`config.mk`:
```
export PLATFORM = sky130hd
export DESIGN_NAME = mod_exp_engine
export DESIGN_NICKNAME = d
export VERILOG_FILES = /design/src/rtl/mod_exp_pkg.sv /design/src/rtl/mod_mul_seq.sv /design/src/rtl/mod_exp_engine.sv
export SDC_FILE = /design/constraint.sdc
export NUM_CORES = 1
export LEC_CHECK = 0
export ABC_AREA = 1
export CAP_MARGIN = 20
export CORE_ASPECT_RATIO = 0.8
export CORE_UTILIZATION = 45
export DETAILED_ROUTE_END_ITERATION = 16
export PLACE_DENSITY = 0.77
export SETUP_SLACK_MARGIN = 0.4
export SLEW_MARGIN = 15
export SYNTH_ARGS = -nofsm -noshare
export SYNTH_HDL_FRONTEND = slang
export SYNTH_SLANG_ARGS = --single-unit
```
`constraint.sdc`:
```
create_clock -name clk -period 5.25 [get_ports clk]
set_input_delay 1.05 -clock clk [delete_from_list [all_inputs] [get_ports clk]]
set_output_delay 1.05 -clock clk [all_outputs]
set_load 0.005 [all_outputs]
```
`src/rtl/mod_exp_pkg.sv`:
```
// ============================================================================
// Module   : mod_exp_pkg
// Purpose  : Shared types and constants for the modular exponentiation engine.
// Revision : 1.0
// ============================================================================
`default_nettype none

package mod_exp_pkg;

    localparam int DEFAULT_WIDTH = 32;

    localparam logic [DEFAULT_WIDTH-1:0] c_ONE = DEFAULT_WIDTH'(1);

    function automatic int step_width(input int w);
        return $clog2(w) + 1;
    endfunction

    localparam int STEP_W = step_width(DEFAULT_WIDTH);

    typedef enum logic [2:0] {
        S_IDLE   = 3'd0,
        S_CHECK  = 3'd1,
        S_REDUCE = 3'd2,
        S_MUL    = 3'd3,
        S_SQR    = 3'd4,
        S_NEXT   = 3'd5,
        S_DONE   = 3'd6
    } state_t;

endpackage

`default_nettype wire

```
`src/rtl/mod_mul_seq.sv`:
```
// ============================================================================
// Module   : mod_mul_seq
// Purpose  : Sequential a*b mod p, interleaved shift-add, b scanned MSB-first.
// Revision : 1.0
// ============================================================================
`default_nettype none

module mod_mul_seq
    import mod_exp_pkg::*;
#(
    parameter int WIDTH = DEFAULT_WIDTH
) (
    input  logic             clk,
    input  logic             rst,
    input  logic             start,
    input  logic [WIDTH-1:0] a,
    input  logic [WIDTH-1:0] b,
    input  logic [WIDTH-1:0] p,
    output logic             done,
    output logic [WIDTH-1:0] r
);

    localparam int TW = WIDTH + 2;
    localparam int CW = $clog2(WIDTH + 1);

    logic [WIDTH-1:0] r_a;
    logic [WIDTH-1:0] r_b;
    logic [WIDTH-1:0] r_p;
    logic [TW-1:0]    r_t;
    logic [CW-1:0]    r_cnt;
    logic             r_busy;
    logic             r_done;

    logic [TW-1:0] w_pe;
    logic [TW-1:0] w_dbl;
    logic [TW-1:0] w_red1;
    logic [TW-1:0] w_add;
    logic [TW-1:0] w_red2;

    // Two guard bits keep 2*t and t+a (both below 2p) from overflowing at full width.
    always_comb begin
        w_pe   = {2'b00, r_p};
        w_dbl  = r_t << 1;
        w_red1 = (w_dbl >= w_pe) ? (w_dbl - w_pe) : w_dbl;
        w_add  = r_b[WIDTH-1] ? (w_red1 + {2'b00, r_a}) : w_red1;
        w_red2 = (w_add >= w_pe) ? (w_add - w_pe) : w_add;
    end

    always_ff @(posedge clk or negedge rst) begin
        if (!rst) begin
            r_a    <= '0;
            r_b    <= '0;
            r_p    <= '0;
            r_t    <= '0;
            r_cnt  <= '0;
            r_busy <= 1'b0;
            r_done <= 1'b0;
        end else begin
            r_done <= 1'b0;
            if (start) begin
                r_a    <= a;
                r_b    <= b;
                r_p    <= p;
                r_t    <= '0;
                r_cnt  <= CW'(WIDTH);
                r_busy <= 1'b1;
            end else if (r_busy) begin
                r_t   <= w_red2;
                r_b   <= r_b << 1;
                r_cnt <= r_cnt - 1'b1;
                if (r_cnt == CW'(1)) begin
                    r_busy <= 1'b0;
                    r_done <= 1'b1;
                end
            end
        end
    end

    assign done = r_done;
    assign r    = r_t[WIDTH-1:0];

endmodule

`default_nettype wire

```
`src/rtl/mod_exp_engine.sv`:
```
// ============================================================================
// Module   : mod_exp_engine
// Purpose  : r = g^e mod p, right-to-left square-and-multiply, start/done
//            handshake. MODEXP_CT_EN selects constant-time operation.
// Revision : 1.0
// ============================================================================
`default_nettype none

module mod_exp_engine
    import mod_exp_pkg::*;
#(
    parameter int WIDTH = DEFAULT_WIDTH
) (
    input  logic             clk,
    input  logic             rst,
    input  logic             st,
    input  logic [WIDTH-1:0] g,
    input  logic [WIDTH-1:0] p,
    input  logic [WIDTH-1:0] e,
    output logic             busy,
    output logic             done,
    output logic             err,
    output logic [WIDTH-1:0] r
);

    localparam int               CNT_W   = step_width(WIDTH);
    localparam logic [CNT_W-1:0] c_STEPS = CNT_W'(WIDTH);
    localparam logic [WIDTH-1:0] c_UNIT  = WIDTH'(c_ONE);

    state_t           r_state;
    logic [WIDTH-1:0] r_g;
    logic [WIDTH-1:0] r_p;
    logic [WIDTH-1:0] r_e;
    logic [WIDTH-1:0] r_acc;
    logic [WIDTH-1:0] r_base;
    logic [CNT_W-1:0] r_step;
    logic             r_wait;
    logic             r_mm_start;
    logic             r_busy;
    logic             r_done;
    logic             r_err;
    logic [WIDTH-1:0] r_res;

    logic [WIDTH-1:0] w_mm_a;
    logic [WIDTH-1:0] w_mm_b;
    logic [WIDTH-1:0] w_mm_r;
    logic             w_mm_done;

    // REDUCE computes 1*g so that an unreduced base still satisfies a < p.
    always_comb begin
        w_mm_a = r_base;
        w_mm_b = r_base;
        case (r_state)
            S_REDUCE: begin
                w_mm_a = c_UNIT;
                w_mm_b = r_g;
            end
            S_MUL: begin
                w_mm_a = r_acc;
                w_mm_b = r_base;
            end
            default: ;
        endcase
    end

    mod_mul_seq #(
        .WIDTH (WIDTH)
    ) u_mul (
        .clk   (clk),
        .rst   (rst),
        .start (r_mm_start),
        .a     (w_mm_a),
        .b     (w_mm_b),
        .p     (r_p),
        .done  (w_mm_done),
        .r     (w_mm_r)
    );

    always_ff @(posedge clk or negedge rst) begin
        if (!rst) begin
            r_state    <= S_IDLE;
            r_g        <= '0;
            r_p        <= '0;
            r_e        <= '0;
            r_acc      <= '0;
            r_base     <= '0;
            r_step     <= '0;
            r_wait     <= 1'b0;
            r_mm_start <= 1'b0;
            r_busy     <= 1'b0;
            r_done     <= 1'b0;
            r_err      <= 1'b0;
            r_res      <= '0;
        end else begin
            r_mm_start <= 1'b0;
            r_done     <= 1'b0;
            case (r_state)
                S_IDLE: begin
                    if (st) begin
                        r_g     <= g;
                        r_p     <= p;
                        r_e     <= e;
                        r_step  <= '0;
                        r_wait  <= 1'b0;
                        r_err   <= 1'b0;
                        r_busy  <= 1'b1;
                        r_state <= S_CHECK;
                    end
                end
                S_CHECK: begin
`ifdef MODEXP_CT_EN
                    // Degenerate moduli still run the full schedule; result is overridden at the end.
                    r_acc   <= c_UNIT;
                    r_state <= S_REDUCE;
`else
                    if (r_p <= c_UNIT) begin
                        r_res   <= '0;
                        r_err   <= (r_p == '0);
                        r_busy  <= 1'b0;
                        r_done  <= 1'b1;
                        r_state <= S_DONE;
                    end else begin
                        r_acc   <= c_UNIT;
                        r_state <= S_REDUCE;
                    end
`endif
                end
                S_REDUCE: begin
                    if (!r_wait) begin
                        r_mm_start <= 1'b1;
                        r_wait     <= 1'b1;
                    end else if (w_mm_done) begin
                        r_wait  <= 1'b0;
                        r_base  <= w_mm_r;
                        r_state <= S_NEXT;
                    end
                end
                S_NEXT: begin
`ifdef MODEXP_CT_EN
                    if (r_step == c_STEPS) begin
                        r_res   <= (r_p <= c_UNIT) ? '0 : r_acc;
                        r_err   <= (r_p == '0);
                        r_busy  <= 1'b0;
                        r_done  <= 1'b1;
                        r_state <= S_DONE;
                    end else begin
                        r_state <= S_MUL;
                    end
`else
                    if (r_e == '0) begin
                        r_res   <= r_acc;
                        r_busy  <= 1'b0;
                        r_done  <= 1'b1;
                        r_state <= S_DONE;
                    end else if (r_e[0]) begin
                        r_state <= S_MUL;
                    end else begin
                        r_state <= S_SQR;
                    end
`endif
                end
                S_MUL: begin
                    if (!r_wait) begin
                        r_mm_start <= 1'b1;
                        r_wait     <= 1'b1;
                    end else if (w_mm_done) begin
                        r_wait <= 1'b0;
`ifdef MODEXP_CT_EN
                        if (r_e[0]) begin
                            r_acc <= w_mm_r;
                        end
`else
                        r_acc <= w_mm_r;
`endif
                        r_state <= S_SQR;
                    end
                end
                S_SQR: begin
                    if (!r_wait) begin
                        r_mm_start <= 1'b1;
                        r_wait     <= 1'b1;
                    end else if (w_mm_done) begin
                        r_wait  <= 1'b0;
                        r_base  <= w_mm_r;
                        r_e     <= r_e >> 1;
                        r_step  <= r_step + 1'b1;
                        r_state <= S_NEXT;
                    end
                end
                S_DONE: begin
                    r_state <= S_IDLE;
                end
                default: begin
                    r_state <= S_IDLE;
                end
            endcase
        end
    end

    assign busy = r_busy;
    assign done = r_done;
    assign err  = r_err;
    assign r    = r_res;

endmodule

`default_nettype wire

```
# --- Yosys cells after proc, flatten, opt, wreduce, memory -nomap -nowiden ---
# Cells that the tools add are included.
totals:
  output_inout_bits: 35
  register_bits: 337
  word_cells: 115
  in_bits: 99
classes:
  magnitude_cmp: 3
  addsub: 4
  n_mux: 52
  n_reduce_logical: 21
  n_eq_ne: 16
op_table:
  columns: ["cell", "count"]
  rows:
  - ["two-way mux 32 bit", 11]
  - ["case mux 32 bit (2 select lines)", 4]
  - ["two-way mux 33 bit", 3]
  - ["greater-or-equal comparator 34 x 32 -> 1 bit", 2]
  - ["two-way mux 34 bit", 2]
  - ["logical NOT 32 bit", 2]
  - ["adder 34 x 32 -> 34 bit", 1]
  - ["subtractor 34 x 32 -> 34 bit", 1]
  - ["subtractor 33 x 32 -> 33 bit", 1]
  - ["<= comparator 32 x 1 -> 1 bit (second input constant)", 1]
  - ["two-way mux 3 bit", 8]
  - ["two-way mux 1 bit", 17]
  - ["case mux 3 bit (5 select lines)", 1]
  - ["two-way mux 6 bit", 2]
  - ["inequality test 2 bit (second input constant)", 6]
  - ["AND reduction 4 bit", 3]
  - ["nonzero test 2 bit", 6]
  - ["AND reduction 3 bit", 3]
  - ["inequality test 2 x 1 -> 1 bit (second input constant)", 4]
  - ["equality test 3 x 2 -> 1 bit (second input constant)", 2]
  - ["equality test 3 bit (second input constant)", 2]
  - ["equality test 6 x 1 -> 1 bit (second input constant)", 1]
  - ["case mux 1 bit (2 select lines)", 3]
  - ["subtractor 6 x 1 -> 6 bit (second input constant)", 1]
  - ["8 further kinds", 9]

# --- Depth between registers and ports, before layout ---
logic_depth:
  word_depth: 8
  mapped_depth: 47

# --- Hierarchy ---
# From an unflattened synthesis, not the netlist that was laid out.
hier_totals:
  hier_cells: 3196
  area_unflattened_um2: 22660.5
by_module_without_submodules:
  columns: ["mod", "cells_each", "n_inst", "area_per_inst_um2"]
  rows:
  - ["mod_mul_seq", 2074, 1, 13551.7]
  - ["mod_exp_engine", 1122, 1, 9108.7]

# --- Worst setup path before layout ---
# Ideal clock, no wire load.
synth_timing:
  kind: "register to register"
  start: "register u_mul.r_t[28]"
  end: "register u_mul.r_t[14]"
  period_less_slack_ns: 5.043
  setup_time_ns: 0.118
  path_slack_ns: 0.207
  arrival_time_ns: 4.925
  stages_incl_launch_ff: 42
  cell_sequence: "dfrtp_1 ha_1 nand2_1 nor2_1 inv_1 nor4_1 nand2_1 nand2_4 inv_2 buf_2 nor2_1 ha_1 inv_1 fa_1 inv_1 nand2_1 nand2_1 nand2_1 (+6 left out) inv_1 o21ai_0 nand2_1 inv_1 ha_1 nand2_1 nor2_1 inv_1 o21ai_0 a21oi_1 nand2_1 nand2_1 nand2_1 nor2_8 buf_2 nand3_1 nand3_1 nand2_1"
synth_via:
  elab_chain_cells: 8
  elab_cells_between_ends: 10
  classes_between: "add/sub (3); order compare (2); mux (5)"
synth_rtl:
  columns: ["item", "line", "rtl"]
  rows:
  - ["start, declared", "mod_mul_seq.sv:29", "logic [TW-1:0] r_t;"]
  - ["start signal, assigned", "mod_mul_seq.sv:68", "r_t <= w_red2;"]
  - ["subtractor 34 x 32 -> 34 bit / greater-or-equal comparator 34 x 32 -> 1 bit (equally long branches)", "mod_mul_seq.sv:44", "w_red1 = (w_dbl >= w_pe) ? (w_dbl - w_pe) : w_dbl;"]
  - ["two-way mux 34 bit (*)", "mod_mul_seq.sv:44", null]
  - ["adder 34 x 32 -> 34 bit", "mod_mul_seq.sv:45", "w_add = r_b[WIDTH-1] ? (w_red1 + {2'b00, r_a}) : w_red1;"]
  - ["two-way mux 34 bit (*)", "mod_mul_seq.sv:45", null]
  - ["greater-or-equal comparator 34 x 32 -> 1 bit / subtractor 33 x 32 -> 33 bit (equally long branches)", "mod_mul_seq.sv:46", "w_red2 = (w_add >= w_pe) ? (w_add - w_pe) : w_add;"]
  - ["two-way mux 33 bit (*)", "mod_mul_seq.sv:46", null]
  - ["two-way mux 33 bit (*)", "mod_mul_seq.sv:67", "end else if (r_busy) begin"]
  - ["two-way mux 33 bit (*)", "mod_mul_seq.sv:60", "if (start) begin"]
# Every way passes the cells marked *; elsewhere a longest branch is shown, timed or not. The select of a mux whose other input is x is not followed.
# A chain may end at the register's enable or synchronous reset.

# --- Worst setup path after layout ---
layout_timing:
  start: "register u_mul.r_t[22]"
  end: "register u_mul.r_t[29]"
layout_via:
  elab_chain_cells: 8
  elab_cells_between_ends: 10
  classes_between: "add/sub (3); order compare (2); mux (5)"
layout_rtl:
  columns: ["item", "line"]
  rows:
  - ["subtractor 34 x 32 -> 34 bit / greater-or-equal comparator 34 x 32 -> 1 bit (equally long branches)", "mod_mul_seq.sv:44"]
  - ["two-way mux 34 bit (*)", "mod_mul_seq.sv:44"]
  - ["adder 34 x 32 -> 34 bit", "mod_mul_seq.sv:45"]
  - ["two-way mux 34 bit (*)", "mod_mul_seq.sv:45"]
  - ["subtractor 33 x 32 -> 33 bit / greater-or-equal comparator 34 x 32 -> 1 bit (equally long branches)", "mod_mul_seq.sv:46"]
  - ["two-way mux 33 bit (*)", "mod_mul_seq.sv:46"]
  - ["two-way mux 33 bit (*)", "mod_mul_seq.sv:67"]
  - ["two-way mux 33 bit (*)", "mod_mul_seq.sv:60"]
# Marked as above.

==> impl_metrics.ini <==
[global_route]
grt_pass1_vias = 22680
grt_max_degree = 128
grt_pass1_wl_mm = 125.6
grt_use_total_pct = 33.00
antenna_found_initial = 1
gr-total-overflow = 0

[critical_path]
timing.rr.start = u_mul.r_t[22]$_DFFE_PN0P_
rr_worst_depth = 40
cp_common_cell = nand2_1
critPathRequiredTime_ns = 5.73
crit_type = reg -> reg
cp_max_fo = 7
rrSetupSlack_ns = -0.49
slowest_stage = dfrtp_1
r2r_end = u_mul.r_t[29]$_DFFE_PN0P_
setup.worst_path.start_class = register
endpoint_kind = register
crit_path_max_incr_delay_ns = 0.41
cp.arrival_ns = 6.22

[layout]
antenna_cells = 0
largest_reg_flops = 33
layout.cells.non_filler = 4387
layout.nets = 3943
top_register = u_mul.r_t
area_growth_pct = 46.88
drive_gt1_share_pct = 30.50

[logic_synthesis]
ys_seq_area_share_pct = 38.60
yosysWarnings = 0
synth_area_sq_um = 21850
avgSynthCellArea_sq_um = 6.994
synth_cells = 3124
synth_nets = 3324
synth_cell_type_count = 54
ys_seq_elements = 337

[timing]
slew_headroom_pct = 34.01
setup_viol = 33
fin_crit_ns = 5.735
drv_slew = 0
setup_ws_ns = -0.4853
tightest_slew_ns = 0.9899
post-route-period-util_pct = 109.2
grt_setup_unrepaired = true
clock_skew_ns = 0.03197
finalHoldViolCount = 0
max_freq_ghz = 0.1744

[min_path]
min_path_cells = 1
hold_path_end = r_mm_start$_DFF_PN0_
hold_class = reg -> reg
hold_path_startpoint = r_wait$_DFFE_PN0P_

[clock_network]
cts_tree = built
h-tree-depth = 2
clk-insertion-delay-late_ns = 0.56
cts_sinks = 337
clk_pin_slew_ns = 0.06
cts-root-buf = clkbuf_16
cts_buffer_depth = 3
cts_hold_buf = 0
cts_buffers = 35

[detailed_routing]
drtIter0Drc = 2654
wl_per_cell_microns = 19.12
finalWirelength_mm = 83.89
ant_nets = 0
route.vias.total = 24110
via_per_inst = 5.495
route.detailed.drc = 0
dr.pass1.iters = 8

[die]
die_w_microns = 248.4
coreArea_sq_um = 47440
ios = 134
num_rows = 71
die_y_microns = 199.1
die-area_sq_um = 49450
initial_core_util_pct = 46.06

[flow_run]
cap_viol_max_count = 0

[placed_design]
gp_congestion = 1.060
io_buffer_count = 133
dp_cells = 4229
dp_slack_ns = -0.7520
dpl.hpwl_mm = 60.46

[status]
failed_checks = setup timing
status = finished, violations left
==> through the flow <==
step / hold slack [ns] / TNS [ns] / utilization [%] / area, sq um
floorplan: 0.4266 / 0 / - / 22220
CTS: 0.4445 / -2.723 / 65.02 / 30840
global placement: 0.4349 / -19.69 / 57.92 / 27480
finish: 0.4487 / -12.91 / 67.65 / 32090
global route: 0.4708 / -19.10 / 67.65 / 32090
detailed placement: 0.4362 / -21.65 / 57.92 / 27480
==> worst max-delay path: cells and delay by family (launching register included) <==
family,cells,cell delay (ns)
flops,1,0.41
simple gates,22,2.32
xor+xnor,1,0.14
buf+inv,10,1.14
compound gates,4,0.73
fa+ha+maj,3,0.87
==> area by class of cell <==
class / instances / area (sq um)
clock inverters: 12 / 231.5
multi-input cells: 2219 / 13940
flip-flops and latches: 337 / 8434
clock buffers: 49 / 1030
inverters: 456 / 1724
well taps: 620 / 775.7
fillers: 3691 / 15350
repair buffers: 694 / 5961
==> cell usage in the layout (no fill, tap or decap), types with 45 or more instances in the layout <==
| cell | n |
|---|---|
| nand2_1 | 837 |
| buf_4 | 519 |
| inv_1 | 379 |
| dfrtp_1 | 336 |
| o21ai_0 | 200 |
| nand3_1 | 185 |
| a21oi_1 | 143 |
| nor2_1 | 140 |
| clkdlybuf4s50_1 | 132 |
| nand2_2 | 109 |
| ha_4 | 77 |
| inv_2 | 70 |
| nand2_4 | 45 |
==> what timing repair did <==
| item | 4_1_cts | 5_1_grt |
|---|---|---|
| endpoints found under the hold margin | 0 | 0 |
| setup endpoints to repair | 33 | 33 |
| setup buffers | 53 | 33 |
| pin swaps | 102 | 138 |
| gates cloned | 7 | 2 |
| resized for setup | 400 | 213 |
==> routing by layer <==
layer  vias to the layer above  global-route usage, %  wire length, microns
li1                      11290                      -                     -
met1                     11380                  47.41                 35610
met2                      1175                  49.71                 36210
met3                       250                  5.869                  8363
met4                         4                  11.59                  3681
met5                         -                      0                    21
==> synthesized netlist by cell type (all sizes together) <==
library cell	count	share of area, %
a41oi	1	0.040
and2	1	0.029
o21a	3	0.10
a211oi	1	0.034
a31o	1	0.040
or3b	1	0.040
a21boi	2	0.069
nor4	17	0.49
xor2	30	1.2
nor3b	3	0.10
fa	3	0.27
mux2	16	0.82
a31oi	4	0.11
ha	98	5.6
buf	20	0.63
or2	2	0.057
o221a	1	0.052
o211ai	34	1.2
and3	2	0.057
nand4	21	0.60
nand3	225	5.2
a21oi	182	4.2
xnor2	31	1.2
dfrtp	337	39
nand3b	10	0.34
o21bai	14	0.48
clkbuf	93	1.6
inv	453	7.8
clkinv	3	0.052
nand2	992	17
nor3	22	0.53
nor2	202	3.7
a21o	7	0.24
o32ai	1	0.040
o21ai	254	5.8
o221ai	31	1.2
o22ai	3	0.086
a221oi	1	0.040
nand2b	1	0.029
o31a	1	0.040
==> kinds of logic (layout without fill, tap and decap cells) <==
kind of cell	after synthesis	after routing	synth area share, %
adders and majority gates	101	101	5.887
xor gates and xnor gates	61	61	2.445
DFF	337	337	38.60
and+or+nand+nor	1499	1500	28.39
AOI/OAI and AO/OA	541	541	13.79
muxes	16	16	0.8246
buffers and inverters	569	1211	10.06
==> worst max path at each step <==
| stage | start | end | slack (ns) | cells after the start |
|---|---|---|---|---|
| final | u_mul.r_t[22]$_DFFE_PN0P_ | u_mul.r_t[29]$_DFFE_PN0P_ | -0.49 | 40 |
| after global routing | u_mul.r_t[22]$_DFFE_PN0P_ | u_mul.r_t[29]$_DFFE_PN0P_ | -0.66 | 44 |
| after CTS | u_mul.r_t[21]$_DFFE_PN0P_ | u_mul.r_t[26]$_DFFE_PN0P_ | -0.13 | 45 |
| after detailed placement | u_mul.r_p[22]$_DFFE_PN0P_ | u_mul.r_t[22]$_DFFE_PN0P_ | -0.75 | 39 |
| after global placement | u_mul.r_p[13]$_DFFE_PN0P_ | u_mul.r_t[22]$_DFFE_PN0P_ | -0.72 | 37 |
| after floorplan | u_mul.r_p[1]$_DFFE_PN0P_ | u_mul.r_t[32]$_DFFE_PN0P_ | 0.41 | 41 |
Power is left out: the tool's default activity adds up to more than one toggle a clock period on the data nets, which glitch-free logic cannot reach.
